<file path="config.mk">
export PLATFORM = sky130hd
export DESIGN_NAME = tcp_conn_ctrl
export DESIGN_NICKNAME = d
export VERILOG_FILES = /design/src/rtl/tcp_pkg.sv /design/src/rtl/tcp_ctrl_tx_hold.sv /design/src/rtl/tcp_conn_ctrl.sv
export SDC_FILE = /design/constraint.sdc
export NUM_CORES = 1
export LEC_CHECK = 0
export ABC_AREA = 1
export BUFFER_PORTS_ARGS = -buffer_cell sky130_fd_sc_hd__buf_2
export CORE_ASPECT_RATIO = 1.2
export CORE_MARGIN = 2
export CORE_UTILIZATION = 35
export CTS_BUF_LIST = sky130_fd_sc_hd__clkbuf_16
export CTS_CLUSTER_DIAMETER = 60
export DETAILED_ROUTE_END_ITERATION = 8
export SKIP_CTS_REPAIR_TIMING = 1
export SYNTH_ARGS = -nofsm -noshare
export SYNTH_HDL_FRONTEND = slang
export SYNTH_SLANG_ARGS = --single-unit
</file>
<file path="constraint.sdc">
create_clock -name clk -period 3.55 [get_ports clk]
set_clock_uncertainty 0.05 [all_clocks]
set_input_delay 0.355 -clock clk [delete_from_list [all_inputs] [get_ports clk]]
set_output_delay 0.355 -clock clk [all_outputs]
set_load 0.02 [all_outputs]
</file>
<file path="src/rtl/tcp_pkg.sv">
`default_nettype none
// ============================================================================
// Module   : tcp_pkg
// Purpose  : Shared types and constants for the TCP connection controller:
//            flag bit positions, controller state encoding and the control
//            segment request record handed to the TCP encode path.
// Revision : 1.0 - initial release
// ============================================================================
package tcp_pkg;

  // TCP flag bit positions within the 8-bit flags field
  localparam int TCP_FIN = 0;
  localparam int TCP_SYN = 1;
  localparam int TCP_RST = 2;
  localparam int TCP_PSH = 3;
  localparam int TCP_ACK = 4;

  // Flag combinations used by the control segments this block emits
  localparam logic [7:0] TCP_FLAGS_SYNACK = 8'h12;
  localparam logic [7:0] TCP_FLAGS_ACK    = 8'h10;
  localparam logic [7:0] TCP_FLAGS_FINACK = 8'h11;
  localparam logic [7:0] TCP_FLAGS_RST    = 8'h04;

  typedef enum logic [1:0] {
    ST_LISTEN      = 2'd0,
    ST_SYN_RCVD    = 2'd1,
    ST_ESTABLISHED = 2'd2,
    ST_LAST_ACK    = 2'd3
  } tcp_ctrl_state_t;

  typedef struct packed {
    logic [31:0] ip_da;
    logic [15:0] src_port;
    logic [15:0] dst_port;
    logic [31:0] seq;
    logic [31:0] ack;
    logic [7:0]  flags;
  } tcp_ctrl_req_t;

endpackage
`default_nettype wire

</file>
<file path="src/rtl/tcp_ctrl_tx_hold.sv">
`default_nettype none
// ============================================================================
// Module   : tcp_ctrl_tx_hold
// Purpose  : Valid/ready holding register for one control segment request.
//            The request stays stable while o_valid=1 and i_ready=0. The
//            caller only loads when the slot is empty or being drained.
// Revision : 1.0 - initial release
// ============================================================================
module tcp_ctrl_tx_hold
  import tcp_pkg::*;
(
  input  logic          clk,
  input  logic          rst,
  input  logic          i_load,
  input  tcp_ctrl_req_t i_req,
  input  logic          i_ready,
  output logic          o_valid,
  output tcp_ctrl_req_t o_req
);

  logic          r_valid;
  tcp_ctrl_req_t r_req;

  // Capture a new request, or retire the held one on handshake
  always_ff @(posedge clk or negedge rst) begin
    if (!rst) begin
      r_valid <= 1'b0;
      r_req   <= '0;
    end else if (i_load) begin
      r_valid <= 1'b1;
      r_req   <= i_req;
    end else if (r_valid && i_ready) begin
      r_valid <= 1'b0;
    end
  end

  assign o_valid = r_valid;
  assign o_req   = r_req;

endmodule
`default_nettype wire

</file>
<file path="src/rtl/tcp_conn_ctrl.sv">
`default_nettype none
// ============================================================================
// Module   : tcp_conn_ctrl
// Purpose  : Single-connection TCP control FSM (LISTEN..LAST_ACK) for one
//            local port. Tracks sequence state and requests SYN|ACK, ACK,
//            FIN|ACK and RST control segments from the encoder.
// Options  : TCP_IDLE_TIMEOUT_EN - idle counter that resets a stale
//            connection with RST after TIMEOUT_CYCLES idle cycles.
// Revision : 1.0 - initial release
// ============================================================================
module tcp_conn_ctrl
  import tcp_pkg::*;
#(
  parameter logic [15:0] LOCAL_PORT     = 16'd80,
  parameter logic [31:0] ISN            = 32'h0000_1000,
  parameter logic [31:0] TIMEOUT_CYCLES = 32'd125_000_000
) (
  input  logic        clk,
  input  logic        rst,
  input  logic        rx_done,
  input  logic        rx_err,
  input  logic [31:0] rx_ip_sa,
  input  logic [15:0] rx_source_port,
  input  logic [15:0] rx_dest_port,
  input  logic [31:0] rx_sequence_num,
  input  logic [31:0] rx_ack_num,
  input  logic [7:0]  rx_flags,
  input  logic [15:0] rx_payload_len,
  output logic        tx_valid,
  input  logic        tx_ready,
  output logic [31:0] tx_ip_da,
  output logic [15:0] tx_source_port,
  output logic [15:0] tx_dest_port,
  output logic [31:0] tx_sequence_num,
  output logic [31:0] tx_ack_num,
  output logic [7:0]  tx_flags,
  output logic [1:0]  state,
  output logic        established
);

  tcp_ctrl_state_t r_state, w_state_nxt;
  logic [31:0] r_peer_ip, w_peer_ip_nxt;
  logic [15:0] r_peer_port, w_peer_port_nxt;
  logic [31:0] r_irs, w_irs_nxt;
  logic [31:0] r_rcv_nxt, w_rcv_nxt_nxt;
  logic [31:0] r_snd_nxt, w_snd_nxt_nxt;

  logic          w_free, w_accept, w_load, w_timeout;
  logic [31:0]   w_seg_end, w_req_seq, w_req_ack;
  logic [7:0]    w_req_flags;
  tcp_ctrl_req_t w_req, w_held;
  logic          w_syn, w_ack, w_rst, w_fin;

  assign w_syn = rx_flags[TCP_SYN];
  assign w_ack = rx_flags[TCP_ACK];
  assign w_rst = rx_flags[TCP_RST];
  assign w_fin = rx_flags[TCP_FIN];

  // A segment may only be taken when the request slot is free this cycle
  assign w_free   = !tx_valid || tx_ready;
  assign w_accept = rx_done && !rx_err && (rx_dest_port == LOCAL_PORT) && w_free &&
                    ((r_state == ST_LISTEN) ||
                     ((rx_ip_sa == r_peer_ip) && (rx_source_port == r_peer_port)));
  assign w_seg_end = r_rcv_nxt + {16'h0000, rx_payload_len} + {31'h0, w_fin};

`ifdef TCP_IDLE_TIMEOUT_EN
  logic [31:0] r_idle;
  logic        w_idle_max;
  assign w_idle_max = (r_idle == (TIMEOUT_CYCLES - 32'd1));
  // Timeout waits for a free request slot; a same-cycle segment takes priority
  assign w_timeout  = (r_state != ST_LISTEN) && w_idle_max && w_free && !w_accept;

  // Idle counter: zero in LISTEN and on any accepted segment, saturating at the limit
  always_ff @(posedge clk or negedge rst) begin
    if (!rst) begin
      r_idle <= '0;
    end else if ((r_state == ST_LISTEN) || w_accept || w_timeout) begin
      r_idle <= '0;
    end else if (!w_idle_max) begin
      r_idle <= r_idle + 32'd1;
    end
  end
`else
  assign w_timeout = 1'b0;
  logic w_unused_timeout;
  assign w_unused_timeout = ^TIMEOUT_CYCLES;
`endif

  logic w_unused_flags;
  assign w_unused_flags = ^{rx_flags[7:5], rx_flags[TCP_PSH]};

  // Next-state, sequence bookkeeping and control segment request selection
  always_comb begin
    w_state_nxt     = r_state;
    w_peer_ip_nxt   = r_peer_ip;
    w_peer_port_nxt = r_peer_port;
    w_irs_nxt       = r_irs;
    w_rcv_nxt_nxt   = r_rcv_nxt;
    w_snd_nxt_nxt   = r_snd_nxt;
    w_load          = 1'b0;
    w_req_seq       = '0;
    w_req_ack       = '0;
    w_req_flags     = '0;
    if (w_accept) begin
      case (r_state)
        ST_LISTEN: begin
          if (w_syn && !w_ack && !w_rst) begin
            w_peer_ip_nxt   = rx_ip_sa;
            w_peer_port_nxt = rx_source_port;
            w_irs_nxt       = rx_sequence_num;
            w_rcv_nxt_nxt   = rx_sequence_num + 32'd1;
            w_snd_nxt_nxt   = ISN + 32'd1;
            w_load          = 1'b1;
            w_req_seq       = ISN;
            w_req_ack       = rx_sequence_num + 32'd1;
            w_req_flags     = TCP_FLAGS_SYNACK;
            w_state_nxt     = ST_SYN_RCVD;
          end
        end
        ST_SYN_RCVD: begin
          if (w_rst) begin
            w_state_nxt = ST_LISTEN;
          end else if (w_syn && (rx_sequence_num == r_irs)) begin
            w_load      = 1'b1;
            w_req_seq   = ISN;
            w_req_ack   = r_rcv_nxt;
            w_req_flags = TCP_FLAGS_SYNACK;
          end else if (w_ack && (rx_ack_num == r_snd_nxt)) begin
            w_state_nxt = ST_ESTABLISHED;
          end
        end
        ST_ESTABLISHED: begin
          if (rx_sequence_num != r_rcv_nxt) begin
            // Out-of-window data or stale RST: restate what we expect
            w_load      = 1'b1;
            w_req_seq   = r_snd_nxt;
            w_req_ack   = r_rcv_nxt;
            w_req_flags = TCP_FLAGS_ACK;
          end else if (w_rst) begin
            w_state_nxt = ST_LISTEN;
          end else begin
            w_rcv_nxt_nxt = w_seg_end;
            if (w_fin) begin
              w_load        = 1'b1;
              w_req_seq     = r_snd_nxt;
              w_req_ack     = w_seg_end;
              w_req_flags   = TCP_FLAGS_FINACK;
              w_snd_nxt_nxt = r_snd_nxt + 32'd1;
              w_state_nxt   = ST_LAST_ACK;
            end else if (rx_payload_len != 16'd0) begin
              w_load      = 1'b1;
              w_req_seq   = r_snd_nxt;
              w_req_ack   = w_seg_end;
              w_req_flags = TCP_FLAGS_ACK;
            end
          end
        end
        ST_LAST_ACK: begin
          if (w_ack && (rx_ack_num == r_snd_nxt)) begin
            w_state_nxt = ST_LISTEN;
          end else if (w_fin && (rx_sequence_num == r_rcv_nxt - 32'd1)) begin
            w_load      = 1'b1;
            w_req_seq   = r_snd_nxt - 32'd1;
            w_req_ack   = r_rcv_nxt;
            w_req_flags = TCP_FLAGS_FINACK;
          end else if (w_rst) begin
            w_state_nxt = ST_LISTEN;
          end
        end
        default: w_state_nxt = ST_LISTEN;
      endcase
    end else if (w_timeout) begin
      w_load      = 1'b1;
      w_req_seq   = r_snd_nxt;
      w_req_ack   = '0;
      w_req_flags = TCP_FLAGS_RST;
      w_state_nxt = ST_LISTEN;
    end
    w_req = '{ip_da:    w_peer_ip_nxt,
               src_port: LOCAL_PORT,
               dst_port: w_peer_port_nxt,
               seq:      w_req_seq,
               ack:      w_req_ack,
               flags:    w_req_flags};
  end

  // State and connection registers
  always_ff @(posedge clk or negedge rst) begin
    if (!rst) begin
      r_state     <= ST_LISTEN;
      r_peer_ip   <= '0;
      r_peer_port <= '0;
      r_irs       <= '0;
      r_rcv_nxt   <= '0;
      r_snd_nxt   <= '0;
    end else begin
      r_state     <= w_state_nxt;
      r_peer_ip   <= w_peer_ip_nxt;
      r_peer_port <= w_peer_port_nxt;
      r_irs       <= w_irs_nxt;
      r_rcv_nxt   <= w_rcv_nxt_nxt;
      r_snd_nxt   <= w_snd_nxt_nxt;
    end
  end

  tcp_ctrl_tx_hold u_tx_hold (
    .clk     (clk),
    .rst     (rst),
    .i_load  (w_load),
    .i_req   (w_req),
    .i_ready (tx_ready),
    .o_valid (tx_valid),
    .o_req   (w_held)
  );

  assign tx_ip_da        = w_held.ip_da;
  assign tx_source_port  = w_held.src_port;
  assign tx_dest_port    = w_held.dst_port;
  assign tx_sequence_num = w_held.seq;
  assign tx_ack_num      = w_held.ack;
  assign tx_flags        = w_held.flags;
  assign state           = r_state;
  assign established     = (r_state == ST_ESTABLISHED);

endmodule
`default_nettype wire

</file>
# Word-level counts from Yosys, hierarchy flattened
# Cells that the tools add are included.
# W data, S select, Z words.
dict set report totals {
  regBits 268
  output_inout_bits 140
  elab_cells 135
}
dict set report classes {
  addsub 6
  n_eq_ne 19
  muxes 72
  n_reduce_logical 25
}
# cell n
set op_table {}
lappend op_table {{$mux W32} 27}
lappend op_table {{$pmux W32 S4} 2}
lappend op_table {{$eq A32 B32 Y1} 4}
lappend op_table {{$pmux W32 S2} 2}
lappend op_table {{$add A32 B1 Y32 const B} 2}
lappend op_table {{$sub A32 B1 Y32 const B} 2}
lappend op_table {{$mux W16} 3}
lappend op_table {{$mux W5} 9}
lappend op_table {{$mux W13} 3}
lappend op_table {{$add A32 B1 Y32} 1}
lappend op_table {{$add A32 B16 Y32} 1}
lappend op_table {{$ne A32 B32 Y1} 1}
lappend op_table {{$pmux W8 S4} 1}
lappend op_table {{$mux W2} 10}
lappend op_table {{$eq A16 B16 Y1} 1}
lappend op_table {{$eq A16 B7 Y1 const B} 1}
lappend op_table {{$reduce_bool A16 Y1} 1}
lappend op_table {{$ne A3 B3 Y1 const B} 5}
lappend op_table {{$mux W1} 12}
lappend op_table {{$logic_and A1 B1 Y1} 11}
lappend op_table {{$mux W8} 1}
lappend op_table {{$pmux W2 S4} 1}
lappend op_table {{$reduce_and A8 Y1} 1}
lappend op_table {{$ne A2 B2 Y1 const B} 3}
lappend op_table {{11 further kinds} 17}

# Longest topological paths before layout
# Gate-level depths: netlist (run 1).
dict set report logic_depth {
  word_depth 8
  ltp_mapped 20
  ltp_nobuf 19
}

# Hierarchy
# A second synthesis (run 1) with hierarchy kept.
dict set report unflattened {
  cells_unflattened 3183
  hier_area_um2 21121.5
}
# mod n_inst cells_each area_each_um2
set modules_own_cells {}
lappend modules_own_cells {tcp_conn_ctrl 1 2604 15937.8}
lappend modules_own_cells {tcp_ctrl_tx_hold 1 579 5183.7}

# Worst setup path before layout (run 1)
# Ideal clock, no wire load.
dict set report synth_timing {
  path_type {flip-flop to flip-flop}
  startpoint {register r_rcv_nxt[0]}
  endpoint {register u_tx_hold.r_req, in the netlist u_tx_hold.o_req[32]}
  setup_time_ns 0.121
  arrival_ns 2.499
  t_required_ns 3.379
  slack_ns 0.880
  path_stages_with_launch 20
  n_path_buf 0
  synth_period_minus_slack_ns 2.670
  path_cell_list {dfrtp_1 -> fa_1 -> inv_1 -> fa_1 -> inv_1 -> nand2_1 -> o21ai_0 -> a21oi_1 -> o21ai_0 -> nand2_1 -> nand2_1 -> nand2_1 -> nor2_1 -> nand2_1 -> nand2_1 -> nand2_1 -> nand2_1 -> nand2_1 -> nand2_1 -> nand2_1}
}
dict set report synth_via {
  elab_chain_cells 8
}
# item line
set synth_rtl {}
lappend synth_rtl {{start: declaration} tcp_conn_ctrl.sv:45} ;# logic [31:0] r_rcv_nxt, w_rcv_nxt_nxt;
lappend synth_rtl {{start signal: assignment} tcp_conn_ctrl.sv:201} ;# r_rcv_nxt <= w_rcv_nxt_nxt;
lappend synth_rtl {{$add A32 B16 Y32} tcp_conn_ctrl.sv:64} ;# assign w_seg_end = r_rcv_nxt + {16'h0000, rx_payload_len} + {31'h0, w_fin};
lappend synth_rtl {{$add A32 B1 Y32} tcp_conn_ctrl.sv:64}
lappend synth_rtl {{$mux W32} tcp_conn_ctrl.sv:150} ;# end else if (rx_payload_len != 16'd0) begin
lappend synth_rtl {{$mux W32} tcp_conn_ctrl.sv:143} ;# if (w_fin) begin
lappend synth_rtl {{$mux W32} tcp_conn_ctrl.sv:139} ;# end else if (w_rst) begin
lappend synth_rtl {{$mux W32} tcp_conn_ctrl.sv:133} ;# if (rx_sequence_num != r_rcv_nxt) begin
lappend synth_rtl {{$pmux W32 S4} tcp_conn_ctrl.sv:105} ;# case (r_state)
lappend synth_rtl {{$mux W32} tcp_conn_ctrl.sv:104} ;# if (w_accept) begin
lappend synth_rtl {{end signal: assignment} tcp_ctrl_tx_hold.sv:31} ;# r_req <= i_req;
lappend synth_rtl {{end: declaration} tcp_ctrl_tx_hold.sv:22} ;# tcp_ctrl_req_t r_req;
# Parallel ways exist; a longest one is shown, timed or not.
# A chain may end at the register's enable or synchronous reset.

# Worst setup path in the final report (run 1)
dict set report layout_timing {
  startpoint {register r_rcv_nxt[1]}
  endpoint {register u_tx_hold.r_req, in the netlist u_tx_hold.o_req[21]}
}
# The elaborated chain is that of the path after synthesis.

==> metrics.yaml, run 1 <==
swShare_pct: 26.2
core.rowCount: 91
cts_root_buf: "clkbuf_16"
syn-instance-count: 2595
setup_violations: 0
stdcell_count: 3563
cts_buffers: 34
rsz0062_at_grt: "no"
drtIter0Drc: 1423
antenna_left: 0
cap_violations: 0
drtPass1Iterations: 6
ir_worst_vdd_mv: 0.266
place_hpwl_mm: 48.4
gp_congestion: 0.930
die_w_um: 213
cts_tree: "done"
wl_met1_mm: 27.5
grt.total_usage_pct: 23.3
drcViolationCount: 0
slew_headroom_pct: 43.4
end_kind: "flop"
synth_area_leader_cell: "dfrtp_1"
dp.cells: 3494
wl_mm: 63.3
dieArea_mm2: 0.0541
core_area_mm2: 0.0515
io_pins: 297
synth_edf_count: 0
hold_viol: 0
drv_slew: 0
fin_crit_ns: 3.31
worst_skew_pair.late_latency_ns: 0.56
netlist_top_cells_area: "dfrtp_1 36%, nand2_1 17%, xor2_1 6.2%"
tightest_slew_ns: 0.849
antenna_found_initial: 12
syn_to_final_growth_pct: 17.7
drive_gt1_share_pct: 17.6
critPathLaunchType: "flop"
wl_per_cell_um: 17.8
grt_start_max_net_pins: 116
path_max_fanout: 10
grt_overflow_total: 0
power_density_mw_per_mm2: 327
vias_per_cell: 5.04
synth_common_cells: "825 x nand2_1, 281 x nor2_1, 263 x dfrtp_1, 186 x inv_1, 129 x xor2_1"
finalCritPeriodShare_pct: 93.2
wl_met3_mm: 3.98
power_frac_clock_pct: 49.1
yosysSeqAreaShare_pct: 36.0
num-nets-final: 3017
ys_async_sr_fraction_pct: 100
outcome: "finished, final reports clean"
synth_top_area_share_pct: 36.0
power.switching_mw: 1.84
synth-seq-cells: 263
start_util_pct: 35.5
ys_warn_count: 0
setup_tns_ns: 0
p_int_mw: 5.19
critPathKind: "reg -> reg"
leakage_nw: 11.0
clock_path_buffers: 3
cts_sinks: 263
comb_power_share_pct: 8.3
grt_pass1_wl_mm: 98.2
max_freq_ghz: 0.302
wl_met2_mm: 29.9
htreeDepth: 2
numPortBuffers: 273
synth_top_flop_cell: "dfrtp_1"
synth_cell_types: 48
clkTransAtPathRegs_ns: 0.06
top_layer: "met5"
hold_path.class: "in -> reg"
grt_pass1_vias: 17500
vias: 18000
arrival_ns: 3.68
synth.most_common_cell: "nand2_1"
netlist_area_mm2: 0.0183
power_frac_seq_pct: 42.6
required_ns: 3.92
syn_area_per_cell_um2: 7.05
die_h_um: 254
[final cells by class]
type	instances	area (um^2)
Fill cell	5417	29900
Multi-Input combinational cell	2000	10200
Sequential cell	263	6580
Timing Repair Buffer	328	1920
Tap cell	697	872
Clock buffer	34	851
Inverter	212	797
Clock inverter	24	240
Antenna cell	5	12.5
[state kept, by name (all words and copies together), names as in the netlist]
register / cells
r_peer_ip: 32
r_peer_port: 16
r_rcv_nxt: 32
u_tx_hold.o_req: 116
r_irs: 32
u_tx_hold.o_valid: 1
state: 2
r_snd_nxt: 32
[critical path, stage by stage (launching register included)]
cell     delay (ns)
dfrtp_1        0.47
inv_2          0.16
ha_1           0.24
nand2_1        0.07
nor2_1         0.20
nand3_2        0.19
nor2_4         0.20
nand3_1        0.09
nand2_1        0.07
nand2_1        0.05
nor2_1         0.09
nand2_1        0.12
nor2_2         0.12
nand3_2        0.19
nand2_2        0.19
buf_4          0.21
nand3_1        0.09
nor2_1         0.30
nor2_1         0.07
[routing by layer]
layer / vias up / GRT usage (%)
li1: 8776 / -
met2: 565 / 38.5
met5: - / 0
met1: 8503 / 30.9
met4: 14 / 7.91
met3: 111 / 3.94
[metrics by stage]
step	worst slack (ns)	power, mW	area [um^2]	utilization [%]	hold slack [ns]
final	0.241	7.03	21500	41.8	0.0209
after global routing	0.0340	7.32	21500	41.8	0.00106
after CTS	0.223	7.13	21400	41.7	-0.185
after detailed placement	0.243	3.63	20300	39.5	0.409
after global placement	0.288	3.62	20300	39.5	0.401
after floorplan	0.880	3.36	18400	-	0.00941
[power groups by stage]
stage	Clock, mW	Combinational (mW)	Sequential, mW
final	3.45	0.583	3.00
after global routing	3.67	0.655	3.00
after CTS	3.56	0.581	3.00
after detailed placement	0	0.577	3.05
after global placement	0	0.571	3.05
after floorplan	0	0.308	3.05
[layout by cell type (no fill, tap or decap), types with 7 or more instances in the layout]
master     instances
nor3_1            65
nand4_1           55
ha_1              19
buf_12             9
clkinv_2           7
o21ai_1           19
clkbuf_16         34
nor2_2             9
o21ai_0          112
inv_2             19
nand2_2           15
or2_2             25
conb_1            19
o22ai_1           32
dfrtp_1          263
nor2_4             7
buf_4             40
clkinv_1          12
o31ai_1           13
nand2_1          824
inv_1            189
nor4_1            26
mux2_2            45
nor2_1           280
a21oi_1           75
buf_2            272
xnor2_1           66
nand3_1          118
o211ai_1          14
xor2_1           129
[worst paths after layout]
check                                                 from                         endpoint  slack, ns  cells past startpoint
setup / recovery                  r_rcv_nxt[1]$_DFFE_PN0P_  u_tx_hold.o_req[21]$_DFFE_PN0P_       0.24                     18
hold / removal                           rx_source_port[8]         r_peer_port[8]$_DFF_PN0_       0.02                      2
setup reg to reg                  r_rcv_nxt[1]$_DFFE_PN0P_  u_tx_hold.o_req[21]$_DFFE_PN0P_       0.24                     18
hold reg to reg            u_tx_hold.o_req[68]$_DFFE_PN0P_  u_tx_hold.o_req[68]$_DFFE_PN0P_       0.42                      2
max in group asynchronous                              rst            r_irs[10]$_DFFE_PN0P_       2.14                      3
min in group asynchronous                              rst  u_tx_hold.o_req[39]$_DFFE_PN0P_       0.38                      2
[cells by family after synthesis]
family	Yosys count	synth area share, %
AOI/OAI and AO/OA	272	8.13
DFF	263	36.0
muxes	45	2.77
buffers and inverters	350	8.44
adders and majority gates	21	1.52
other	1	0.0205
xor gates and xnor gates	196	9.43
and+or+nand+nor	1447	33.7
Power figures use the tool's default switching activity.
==> run 2: changes to the inputs <==
- HOLD_SLACK_MARGIN: default -> 0.12
- clock period: 3.55 -> 3.7 ns (I/O delays scaled with it)
==> run 2 against run 1 <==
Final cell count grew 0.90%. Sequential cell count is the same. First-iteration DRC count grew 10%. Clock power shrank 7.8%. Sequential share of layout area shrank 0.35 points. Critical path type unchanged. Global-route usage shrank 0.22 points. Largest power group unchanged.
==> metrics.yaml, run 2 (synthesis gave the netlist of run 1 again) <==
outcome: "finished, final reports clean"
cts_tree: "done"
core_area_mm2: 0.0515
cpPeakStageDelay_ns: 0.46
wl_mm: 63.4
place_hpwl_mm: 47.9
final.setup.worst_slack_ns: 0.331
path_max_fanout: 19
dieArea_mm2: 0.0541
clkTransAtPathRegs_ns: 0.06
max_freq_ghz: 0.297
p_int_mw: 4.85
start_util_pct: 35.5
cts_sinks: 263
vias_per_cell: 5.05
largest_reg_flops: 116
syn_to_final_growth_pct: 19.0
finalInstanceArea_mm2: 0.0218
swShare_pct: 27.0
leakage_nw: 11.1
drcViolationCount: 0
htreeDepth: 2
antenna_found_initial: 12
cts_buffers: 35
power_frac_seq_pct: 43.3
power.switching_mw: 1.80
worst_skew_pair.late_latency_ns: 0.56
place_area_mm2: 0.0202
drtPass1Iterations: 5
end_kind: "flop"
required_ns: 4.12
grt_start_max_net_pins: 116
io_pins: 297
hold_viol: 0
layout_common_cells: "824 x nand2_1, 280 x nor2_1, 272 x buf_2"
cp_cell_sequence: "inv_2, ha_1, nand2_1, nor2_1, nand2_1, nor2_1, nand3_1, nand2_1, nand2_1, nor2_1, nand2_1, nor2_2, nand3_2, nand2_2, nand2_4, inv_4, buf_4, nand2_1, nand2_1"
grt.total_usage_pct: 23.1
grt_pass1_vias: 17500
grt_overflow_total: 0
drtIter0Drc: 1568
vias: 18200
dp_slack_ns: 0.170
seq_area_mm2: 0.00658
arrival_ns: 3.79
tightest_slew_ns: 0.734
finalCritPeriodShare_pct: 91.0
grt_pass1_wl_mm: 97.6
comb_power_share_pct: 8.9
utilization_pct: 42.3
critPathMostFrequentCell: "nand2_1"
die_w_um: 213
final_common_cell: "nand2_1"
antenna_left: 0
clock_path_buffers: 3
critPathKind: "reg -> reg"
core.rowCount: 91
fin_crit_ns: 3.37
drive_gt1_share_pct: 17.0
cap_violations: 0
power_mw: 6.65
setup_tns_ns: 0
slowest_stage: "dfrtp_1"
drv_slew: 0
nFillCells: 5422
multi_input_area_mm2: 0.0102
wl_per_cell_um: 17.6
power_frac_clock_pct: 47.8
hold_path.class: "in -> reg"
power_density_mw_per_mm2: 305
slew_headroom_pct: 50.6
critPathLaunchType: "flop"
die_h_um: 254
rsz0062_at_grt: "no"
gp_congestion: 0.926
setup_violations: 0
cts_root_buf: "clkbuf_16"
num-nets-final: 3045
ir_worst_vdd_mv: 0.230
numPortBuffers: 273
run 2: routing by layer:
| layer | track usage [%] | routed length, um | vias up |
|---|---|---|---|
| met3 | 4.29 | 3790 | 142 |
| li1 | - | - | 8847 |
| met4 | 8.79 | 2330 | 14 |
| met2 | 38.1 | 29600 | 598 |
| met5 | 0 | 87 | - |
| met1 | 30.0 | 27600 | 8571 |
run 2: layout make-up:
cell class,instances,area share (%)
sequential,263,30.2
tap,697,4.01
clock inverter,28,0.805
multi-input combinational,2000,47.1
timing repair buffer,355,10.1
antenna,5,0.0575
clock buffer,35,4.02
inverter,212,3.67
run 2: power by group through the flow:
stage               Clock, mW  Sequential, mW  Combinational, mW
detailed placement          0            2.93              0.548
finish                   3.18            2.88              0.590
global placement            0            2.93              0.542
CTS                      3.26            2.88              0.551
global route             3.39            2.88              0.660
floorplan                   0            2.93              0.296
run 2: path summary, 6_finish.rpt:
check	slack (ns)	from	end	cells after the start
worst min-delay path	0.11	rx_ip_sa[12]	r_peer_ip[12]$_DFF_PN0_	3
min in group asynchronous	0.27	rst	u_tx_hold.o_req[35]$_DFFE_PN0P_	2
max in group asynchronous	2.41	rst	r_peer_ip[0]$_DFF_PN0_	3
worst max-delay path	0.33	r_rcv_nxt[0]$_DFFE_PN0P_	u_tx_hold.o_req[121]$_DFFE_PN0P_	19
worst min register to register	0.42	u_tx_hold.o_req[63]$_DFFE_PN0P_	u_tx_hold.o_req[63]$_DFFE_PN0P_	2
worst max register to register	0.33	r_rcv_nxt[0]$_DFFE_PN0P_	u_tx_hold.o_req[121]$_DFFE_PN0P_	19
run 2: critical path, delay by kind of cell, from the launching register on:
kind,cells,cell delay [ns]
fa+ha+maj,1,0.22
buf+inv,3,0.70
flops,1,0.46
simple gates,15,1.83
run 2: stage by stage:
step | hold slack, ns | cells
finish | 0.110 | 3595
CTS | -0.321 | 3544
global route | 0.121 | 3593
global placement | 0.261 | 3481
floorplan | 0.0244 | 2613
detailed placement | 0.265 | 3481
